**src/rtl/seg_scan_mux.sv**
```systemverilog
// Four-digit seven-segment scan driver: per-digit dead-time blank, PWM dimming,
// and frame-coherent snapshot of the digit patterns and brightness.
module seg_scan_mux #(
  parameter int unsigned DIGIT_TICKS      = 50000,
  parameter int unsigned BLANK_TICKS      = 500,
  parameter bit          ANODE_ACTIVE_LOW = 1'b1
) (
  input  logic       i_clk,
  input  logic       i_rst,
  input  logic       i_en,
  input  logic [7:0] i_seg_in_1,
  input  logic [7:0] i_seg_in_2,
  input  logic [7:0] i_seg_in_3,
  input  logic [7:0] i_seg_in_4,
  input  logic [2:0] i_bright,
  output logic [3:0] o_an,
  output logic [7:0] o_seg,
  output logic       o_frame_tick
);

  localparam int unsigned CNT_W = (DIGIT_TICKS > 1) ? $clog2(DIGIT_TICKS) : 1;
  localparam int unsigned LIT_W = CNT_W + 4;
  localparam logic [3:0]  AN_OFF = ANODE_ACTIVE_LOW ? 4'hF : 4'h0;

  typedef enum logic [1:0] {
    S_IDLE,
    S_BLANK,
    S_ON,
    S_OFF
  } state_t;

  state_t            r_state;
  state_t            w_nxt_state;
  logic [CNT_W-1:0]  r_cnt;
  logic [CNT_W-1:0]  w_nxt_cnt;
  logic [1:0]        r_dig;
  logic [1:0]        w_nxt_dig;
  logic [3:0][7:0]   r_snap;
  logic [2:0]        r_bright;
  logic [3:0]        r_an;
  logic [7:0]        r_seg;
  logic              r_frame_tick;

  logic              w_frame_start;
  logic [3:0]        w_nxt_an;
  logic [7:0]        w_nxt_seg;
  logic [3:0]        w_onehot;
  logic [LIT_W-1:0]  w_lit_prod;
  logic [LIT_W-1:0]  w_lit;
  logic [LIT_W-1:0]  w_on_end;

  // Lit length of the ON phase from the latched brightness, never below one cycle.
  always_comb begin
    w_lit_prod = LIT_W'(DIGIT_TICKS - BLANK_TICKS) * (LIT_W'(r_bright) + LIT_W'(1));
    w_lit      = LIT_W'(w_lit_prod >> 3);
    if (w_lit == '0) begin
      w_lit = LIT_W'(1);
    end
    w_on_end = LIT_W'(BLANK_TICKS) + w_lit;
  end

  // Next-state and output decode; outputs reflect the counter value of the next cycle.
  always_comb begin
    w_nxt_state   = r_state;
    w_nxt_cnt     = r_cnt;
    w_nxt_dig     = r_dig;
    w_frame_start = 1'b0;
    w_nxt_an      = AN_OFF;
    w_nxt_seg     = 8'hFF;
    w_onehot      = 4'b0000;

    if (!i_en) begin
      w_nxt_state = S_IDLE;
      w_nxt_cnt   = '0;
      w_nxt_dig   = '0;
    end else begin
      if (r_state == S_IDLE) begin
        w_nxt_cnt = '0;
        w_nxt_dig = '0;
      end else if (r_cnt == CNT_W'(DIGIT_TICKS - 1)) begin
        w_nxt_cnt = '0;
        w_nxt_dig = r_dig + 2'd1;
      end else begin
        w_nxt_cnt = r_cnt + CNT_W'(1);
      end

      w_frame_start = (w_nxt_cnt == '0) && (w_nxt_dig == '0);

      if (LIT_W'(w_nxt_cnt) < LIT_W'(BLANK_TICKS)) begin
        w_nxt_state = S_BLANK;
      end else if (LIT_W'(w_nxt_cnt) < w_on_end) begin
        w_nxt_state = S_ON;
      end else begin
        w_nxt_state = S_OFF;
      end

      if (w_nxt_state == S_ON) begin
        w_onehot  = 4'b0001 << w_nxt_dig;
        w_nxt_an  = ANODE_ACTIVE_LOW ? ~w_onehot : w_onehot;
        w_nxt_seg = r_snap[w_nxt_dig];
      end
    end
  end

  always_ff @(posedge i_clk) begin
    if (i_rst) begin
      r_state      <= S_IDLE;
      r_cnt        <= '0;
      r_dig        <= '0;
      r_snap       <= '1;
      r_bright     <= 3'd7;
      r_an         <= AN_OFF;
      r_seg        <= 8'hFF;
      r_frame_tick <= 1'b0;
    end else begin
      r_state      <= w_nxt_state;
      r_cnt        <= w_nxt_cnt;
      r_dig        <= w_nxt_dig;
      r_an         <= w_nxt_an;
      r_seg        <= w_nxt_seg;
      r_frame_tick <= w_frame_start;
      if (w_frame_start) begin
        r_snap   <= {i_seg_in_4, i_seg_in_3, i_seg_in_2, i_seg_in_1};
        r_bright <= i_bright;
      end
    end
  end

  assign o_an         = r_an;
  assign o_seg        = r_seg;
  assign o_frame_tick = r_frame_tick;

endmodule

```
**config.mk**
```make
export PLATFORM = sky130hd
export DESIGN_NAME = seg_scan_mux
export DESIGN_NICKNAME = d
export VERILOG_FILES = /design/src/rtl/seg_scan_mux.sv
export SDC_FILE = /design/constraint.sdc
export NUM_CORES = 1
export LEC_CHECK = 0
export ABC_AREA = 1
export CAP_MARGIN = 25
export CORE_MARGIN = 2
export CORE_UTILIZATION = 27
export DETAILED_ROUTE_END_ITERATION = 10
export GPL_TIMING_DRIVEN = 0
export SLEW_MARGIN = 20
export SYNTH_ARGS = -nofsm -noshare
export SYNTH_HDL_FRONTEND = slang
export SYNTH_SLANG_ARGS = --single-unit
```
**constraint.sdc**
```tcl
create_clock -name i_clk -period 10.3 [get_ports i_clk]
set_input_delay 2.575 -clock i_clk [delete_from_list [all_inputs] [get_ports i_clk]]
set_output_delay 2.575 -clock i_clk [all_outputs]
set_load 0.05 [all_outputs]
```
-- Yosys cells after proc, flatten, opt, wreduce, memory -nomap -nowiden
Cells that the tools add are included.
- bits in registers: 68
- word-level logic and storage cells: 45
- output and inout port bits: 13
- input port bits: 38
- $lt $le $gt $ge: 3
- reduce and logical (&&, ||, !) cells: 7
- equal/unequal tests: 2
- mux-type cells: 13
- bitwise logic cells: 3
- add/subtract/negate cells: 4
- shift operators: 1
- $mul: 1
- operators by type and width (kind ; count):
    two-way mux 16 bit ; 3
    logical NOT 20 bit ; 1
    adder 9 x 17 -> 18 bit, first input constant ; 1
    less-than comparator 16 x 18 -> 1 bit ; 1
    multiplier 14 x 4 -> 18 bit, first input constant ; 1
    two-way mux 17 bit ; 1
    adder 16 x 1 -> 16 bit, second input constant ; 1
    binary-select mux 8 bit (select 2 bit) ; 1
    equality test 16 bit, second input constant ; 1
    logical NOT 16 bit ; 1
    less-than comparator 16 x 9 -> 1 bit, second input constant ; 1
    two-way mux 2 bit ; 5
    two-way mux 8 bit ; 1
    adder 3 x 1 -> 4 bit, second input constant ; 1
    logical NOT 2 bit ; 2
    NOT 4 bit ; 1
    << shifter 1 x 2 -> 4 bit, first input constant ; 1
    less-than comparator 2 x 3 -> 1 bit, second input constant ; 1
    OR reduction 3 bit ; 1
    adder 2 x 1 -> 2 bit, second input constant ; 1
    equality test 2 bit, second input constant ; 1
    two-way mux 1 bit ; 2
    NOT 1 bit ; 2
    OR reduction 2 bit ; 1
    logical AND 1 bit ; 1

-- Depth between registers and ports, before layout
- depth in word-level cells: 12
- gate-level depth with buffers: 26
- mapped depth without buffers: 25

-- Worst setup path before layout
OpenSTA, ideal clock, no wires.
- path kind: reg-to-reg
- start point: register r_bright[0]
- end point: register r_seg[2], in the netlist o_seg[2]
- path buffers: 1
- data required time: 10.165 ns
- library setup time: 0.135 ns
- setup slack: 5.778 ns
- cell stages (with the launch flop): 25
- arrival: 4.387 ns
- period minus slack after synthesis: 4.522 ns
- path through: dfxtp_1 > ha_1 > xnor2_1 > inv_1 > ha_1 > inv_1 > fa_1 > inv_1 > ha_1 > o21ai_0 > o21ai_0 > xnor2_1 > inv_1 > nor3_1 > xor2_1 > ha_1 > nand2_1 > nor2_1 > nand2_1 > o211ai_1 > nand2_1 > o21ai_0 > a21oi_1 > buf_2 > nand4_1
- longest elaborated chain between the ends: 12
- RTL lines (item ; RTL line ; text):
    start, declared ; 39 ; logic [2:0] r_bright;
    start signal, assigned ; 124 ; r_bright <= i_bright;
    adder 3 x 1 -> 4 bit (*) ; 54 ; w_lit_prod = LIT_W'(DIGIT_TICKS - BLANK_TICKS) * (LIT_W'(r_bright) + LIT_W'(1));
    multiplier 14 x 4 -> 18 bit (*) ; 54 ;
    logical NOT 20 bit ; 56 ; if (w_lit == '0) begin
    two-way mux 17 bit (*) ; 56 ;
    adder 9 x 17 -> 18 bit (*) ; 59 ; w_on_end = LIT_W'(BLANK_TICKS) + w_lit;
    less-than comparator 16 x 18 -> 1 bit (*) ; 91 ; end else if (LIT_W'(w_nxt_cnt) < w_on_end) begin
    two-way mux 1 bit (*) ; 91 ;
    two-way mux 2 bit (*) ; 89 ; if (LIT_W'(w_nxt_cnt) < LIT_W'(BLANK_TICKS)) begin
    two-way mux 2 bit (*) ; 72 ; if (!i_en) begin
    equality test 2 bit (*) ; 97 ; if (w_nxt_state == S_ON) begin
    NOT 1 bit (no source line) (*) ; - ;
    OR reduction 3 bit (no source line) (*) ; - ;
    end signal, assigned ; 120 ; r_seg <= w_nxt_seg;
    end, declared ; 41 ; logic [7:0] r_seg;
Every way passes the cells marked *; elsewhere a longest branch is shown, timed or not. The select of a mux whose other input is x is not followed.
A chain may end at the register's enable or synchronous reset.

-- Worst setup path after layout
- start point: register r_bright[0]
- end point: register r_an[1], in the netlist o_an[1]
- longest elaborated chain between the ends: 12
- RTL lines (item ; RTL line ; text):
    adder 3 x 1 -> 4 bit (*) ; 54 ;
    multiplier 14 x 4 -> 18 bit (*) ; 54 ;
    logical NOT 20 bit ; 56 ;
    two-way mux 17 bit (*) ; 56 ;
    adder 9 x 17 -> 18 bit (*) ; 59 ;
    less-than comparator 16 x 18 -> 1 bit (*) ; 91 ;
    two-way mux 1 bit (*) ; 91 ;
    two-way mux 2 bit (*) ; 89 ;
    two-way mux 2 bit (*) ; 72 ;
    equality test 2 bit (*) ; 97 ;
    NOT 1 bit (no source line) (*) ; - ;
    OR reduction 3 bit (no source line) (*) ; - ;
    end signal, assigned ; 119 ; r_an <= w_nxt_an;
    end, declared ; 40 ; logic [3:0] r_an;
Marks and branches as above.

==> out/metrics.csv <==
metric,value,unit
gr ovfl total,0,
"slowest stage delay, CP",0.54,ns
Post-CTS Resized,0,
min-delay src,r_snap[22]$_SDFFE_PP1P_,
worst-path cell chain,ha_1 -> xnor2_1 -> inv_1 -> ha_1 -> inv_1 -> fa_1 -> inv_1 -> ha_1 -> o21ai_0 -> o21ai_0 -> xnor2_1 -> inv_1 -> nor3_1 -> xor2_1 -> ha_1 -> nand2_1 -> nor2_1 -> nand2_1 -> o211ai_1 -> nand2_1 -> o21ai_0 -> a21oi_1 -> buf_2 -> nand4_1,
CP Class,reg2reg,
Via density,4.49,
Critical Path Start,r_bright[0]$_SDFFE_PP1P_,
root buf cell,clkbuf_16,
maximum vdd ir drop,67.7,uV
worst reg-to-reg setup slack,5.13,ns
post-route clock skew,0.00856,ns
CTS max path bufs,2,
Reg power frac,31.0,%
Multi-input gate area,2510,um^2
Fin Setup TNS,0,ns
H-Tree Depth,3,
Final min period,5.17,ns
Storage cell area,1360,um^2
Post-Syn Area,4250,um^2
pwr dens,169,nW/um^2
sequential area share after synthesis,32.1,%
Setup crit end kind,flop,
# clock sinks,68,
Initial Util,27.8,%
aggregate global-route resource usage,12.7,%
maxcap violations,0,
"Reg clk slew, reported paths",0.06,ns
die area,16700,um^2
syn_nets,671,
first-pass GRT wire length,17000,um
net switching fraction of the power,30.0,%
Core ar.,15300,um^2
share of post-route cells with drive strength above 1,9.16,%
"flops & latches, synth",68,
final hold vios,0,
Slew headroom,57.3,%
Routed Antenna Nets,0,
post-CTS setup buffers,0,
DR vias,3892,
nets@finish,732,
Internal,0.635,mW
DRC Markers,0,
vias in the first global route,3668,
Hold Crit Class,reg2reg,
DRT iter0 DRCs,182,
Worst Path Arrival,5.35,ns
Sw Pwr,0.272,mW
worst hold slack,0.455,ns
num rows,45,
# setup viols final,0,
Logic pwr share,29.7,%
worst-path maximum fanout,10,
Die Y,129,um
Layout fillers,1656,
Num CTS Buffers,9,
synth warn,0,
"Core Util, Final",35.1,%
pin count of the biggest net entering global routing,13,
Layout area overhead,26.3,%
I/O Pins,51,
fmax,193,MHz
hpwl dp,8010,um
Leakage,2.54,nW
initial antenna violation count,0,
"Data required, critical path",10.48,ns
Pre-antenna DRT Iters,7,
Syn Inst Count,589,
gp weighted congestion,0.854,
Worst-Skew Late Latency,0.33,ns
TritonCTS clock tree,yes,
DRT Wirelength,10100,um
unrepaired setup endpoints after global routing,no,
Slew Limit Fails,0,
average size of a mapped cell,7.21,um^2
CP Launch Type,flop,
# hold bufs at CTS,0,
IO buf count,50,
outcome,"finished, final reports clean",
Worst-Margin Slew,0.638,ns
ANT cells,0,
Tcrit/Tclk final,50.2,%
synth unique cells,33,
DIE WIDTH,129,um
Clk pwr share,39.3,%
CP max-delay cell,fa_1,
DR WL/cell,11.7,um
reg2reg start,r_bright[0]$_SDFFE_PP1P_,
## per-stage QoR
stage	cells	power (mW)	setup slack, ns	cell area, um^2
global placement	850	0.554	5.12	5010
finish	866	0.907	5.13	5360
detailed placement	850	0.560	5.10	5010
global route	866	0.975	4.59	5360
floorplan	589	0.497	5.78	4250
CTS	866	0.918	5.07	5360
## worst paths after layout
check             cells past startpoint                      end
hold reg to reg                       2  r_snap[22]$_SDFFE_PP1P_
hold / removal                        2  r_snap[22]$_SDFFE_PP1P_
setup reg to reg                     24       o_an[1]$_SDFF_PP1_
setup / recovery                     24       o_an[1]$_SDFF_PP1_
## area by class of cell
cell class | count | share of cell area (%)
multi-input cells | 433 | 46.8
flip-flops and latches | 68 | 25.4
repair buffers | 50 | 9.33
well taps | 211 | 4.92
inverters | 70 | 4.90
clock buffers | 10 | 4.46
plain buffers | 18 | 2.15
clock inverters | 6 | 2.08
## registers in the layout, summed over array words and instances (netlist names)
register	count
r_dig	2
o_frame_tick	1
r_cnt	16
o_seg	8
r_bright	3
o_an	4
r_state	2
r_snap	32
## Yosys cell counts
| cell | number | area [um^2] |
|---|---|---|
| nand2_1 | 146 | 548 |
| nand3_1 | 92 | 460 |
| dfxtp_1 | 68 | 1360 |
| inv_1 | 65 | 244 |
| nor2_1 | 47 | 176 |
| ha_1 | 39 | 488 |
| nand4_1 | 22 | 138 |
| a21oi_1 | 14 | 70.1 |
| xnor2_1 | 12 | 105 |
| nor2_2 | 11 | 68.8 |
| o21ai_0 | 11 | 55.1 |
| nand3_2 | 7 | 70.1 |
| buf_4 | 6 | 45.0 |
| clkbuf_1 | 6 | 22.5 |
| nor3_1 | 6 | 30.0 |
| fa_1 | 5 | 100 |
| xor2_1 | 4 | 35.0 |
| buf_6 | 3 | 33.8 |
| inv_2 | 3 | 11.3 |
| nand2_2 | 3 | 18.8 |
| nand2_4 | 3 | 33.8 |
| buf_2 | 2 | 10.0 |
| clkinv_1 | 2 | 7.51 |
| nand3b_2 | 2 | 22.5 |
| o211ai_1 | 2 | 15.0 |
| a21boi_0 | 1 | 7.51 |
| a22oi_1 | 1 | 7.51 |
| a31o_2 | 1 | 8.76 |
| buf_1 | 1 | 3.75 |
| nor2_4 | 1 | 11.3 |
| nor2_8 | 1 | 20.0 |
| nor3_2 | 1 | 10.0 |
| o21bai_1 | 1 | 7.51 |
## power groups by stage
stage          logic (mW)  registers (mW)  clock network (mW)
6_report            0.269           0.281               0.356
3_3_place_gp        0.268           0.287                   0
2_1_floorplan       0.211           0.286                   0
5_1_grt             0.316           0.283               0.376
4_1_cts             0.275           0.281               0.361
3_5_place_dp        0.273           0.287                   0
## layer usage
metal,routed length (um),track usage [%],part of all wire [%]
met1,4920,17.5,49
met2,4720,20.1,46
met3,398,2.35,3.9
met4,106,3.86,1.0
met5,0,0,0
## logic make-up (layout without fill, tap and decap cells)
| logic type | Yosys count | in the layout | synth area share, % |
|---|---|---|---|
| AO/OA/AOI/OAI | 31 | 31 | 4.04 |
| buffers and inverters | 88 | 154 | 8.90 |
| flip-flops | 68 | 68 | 32.1 |
| AND/OR/NAND/NOR | 342 | 342 | 37.9 |
| XOR/XNOR | 16 | 16 | 3.30 |
| adder cells (fa/ha/maj) | 44 | 44 | 13.8 |
## cells in the final DEF, fill, tap and decap left out, drive strengths merged, types with 2 or more instances in the layout
master / Yosys / layout
nand4: 22 / 22
clkinv: 2 / 4
ha: 39 / 39
fa: 5 / 5
dfxtp: 68 / 68
o21ai: 11 / 11
inv: 68 / 68
nor2: 60 / 60
o211ai: 2 / 2
xnor2: 12 / 12
bufinv: 0 / 3
nor3: 7 / 7
nand2: 152 / 152
xor2: 4 / 4
buf: 12 / 12
clkbuf: 6 / 16
clkdlybuf4s50: 0 / 50
a21oi: 14 / 14
nand3: 99 / 99
nand3b: 2 / 2
## worst max-delay path, delay by kind of cell (launching register included)
kind / cells / cell delay (ns)
adders and majority gates: 5 / 1.74
AOI/OAI and AO/OA: 5 / 0.91
buffers and inverters: 5 / 0.69
xor gates and xnor gates: 3 / 0.69
and+or+nand+nor: 6 / 0.55
DFF: 1 / 0.41
Note: power is estimated with default switching activity, not from simulation.
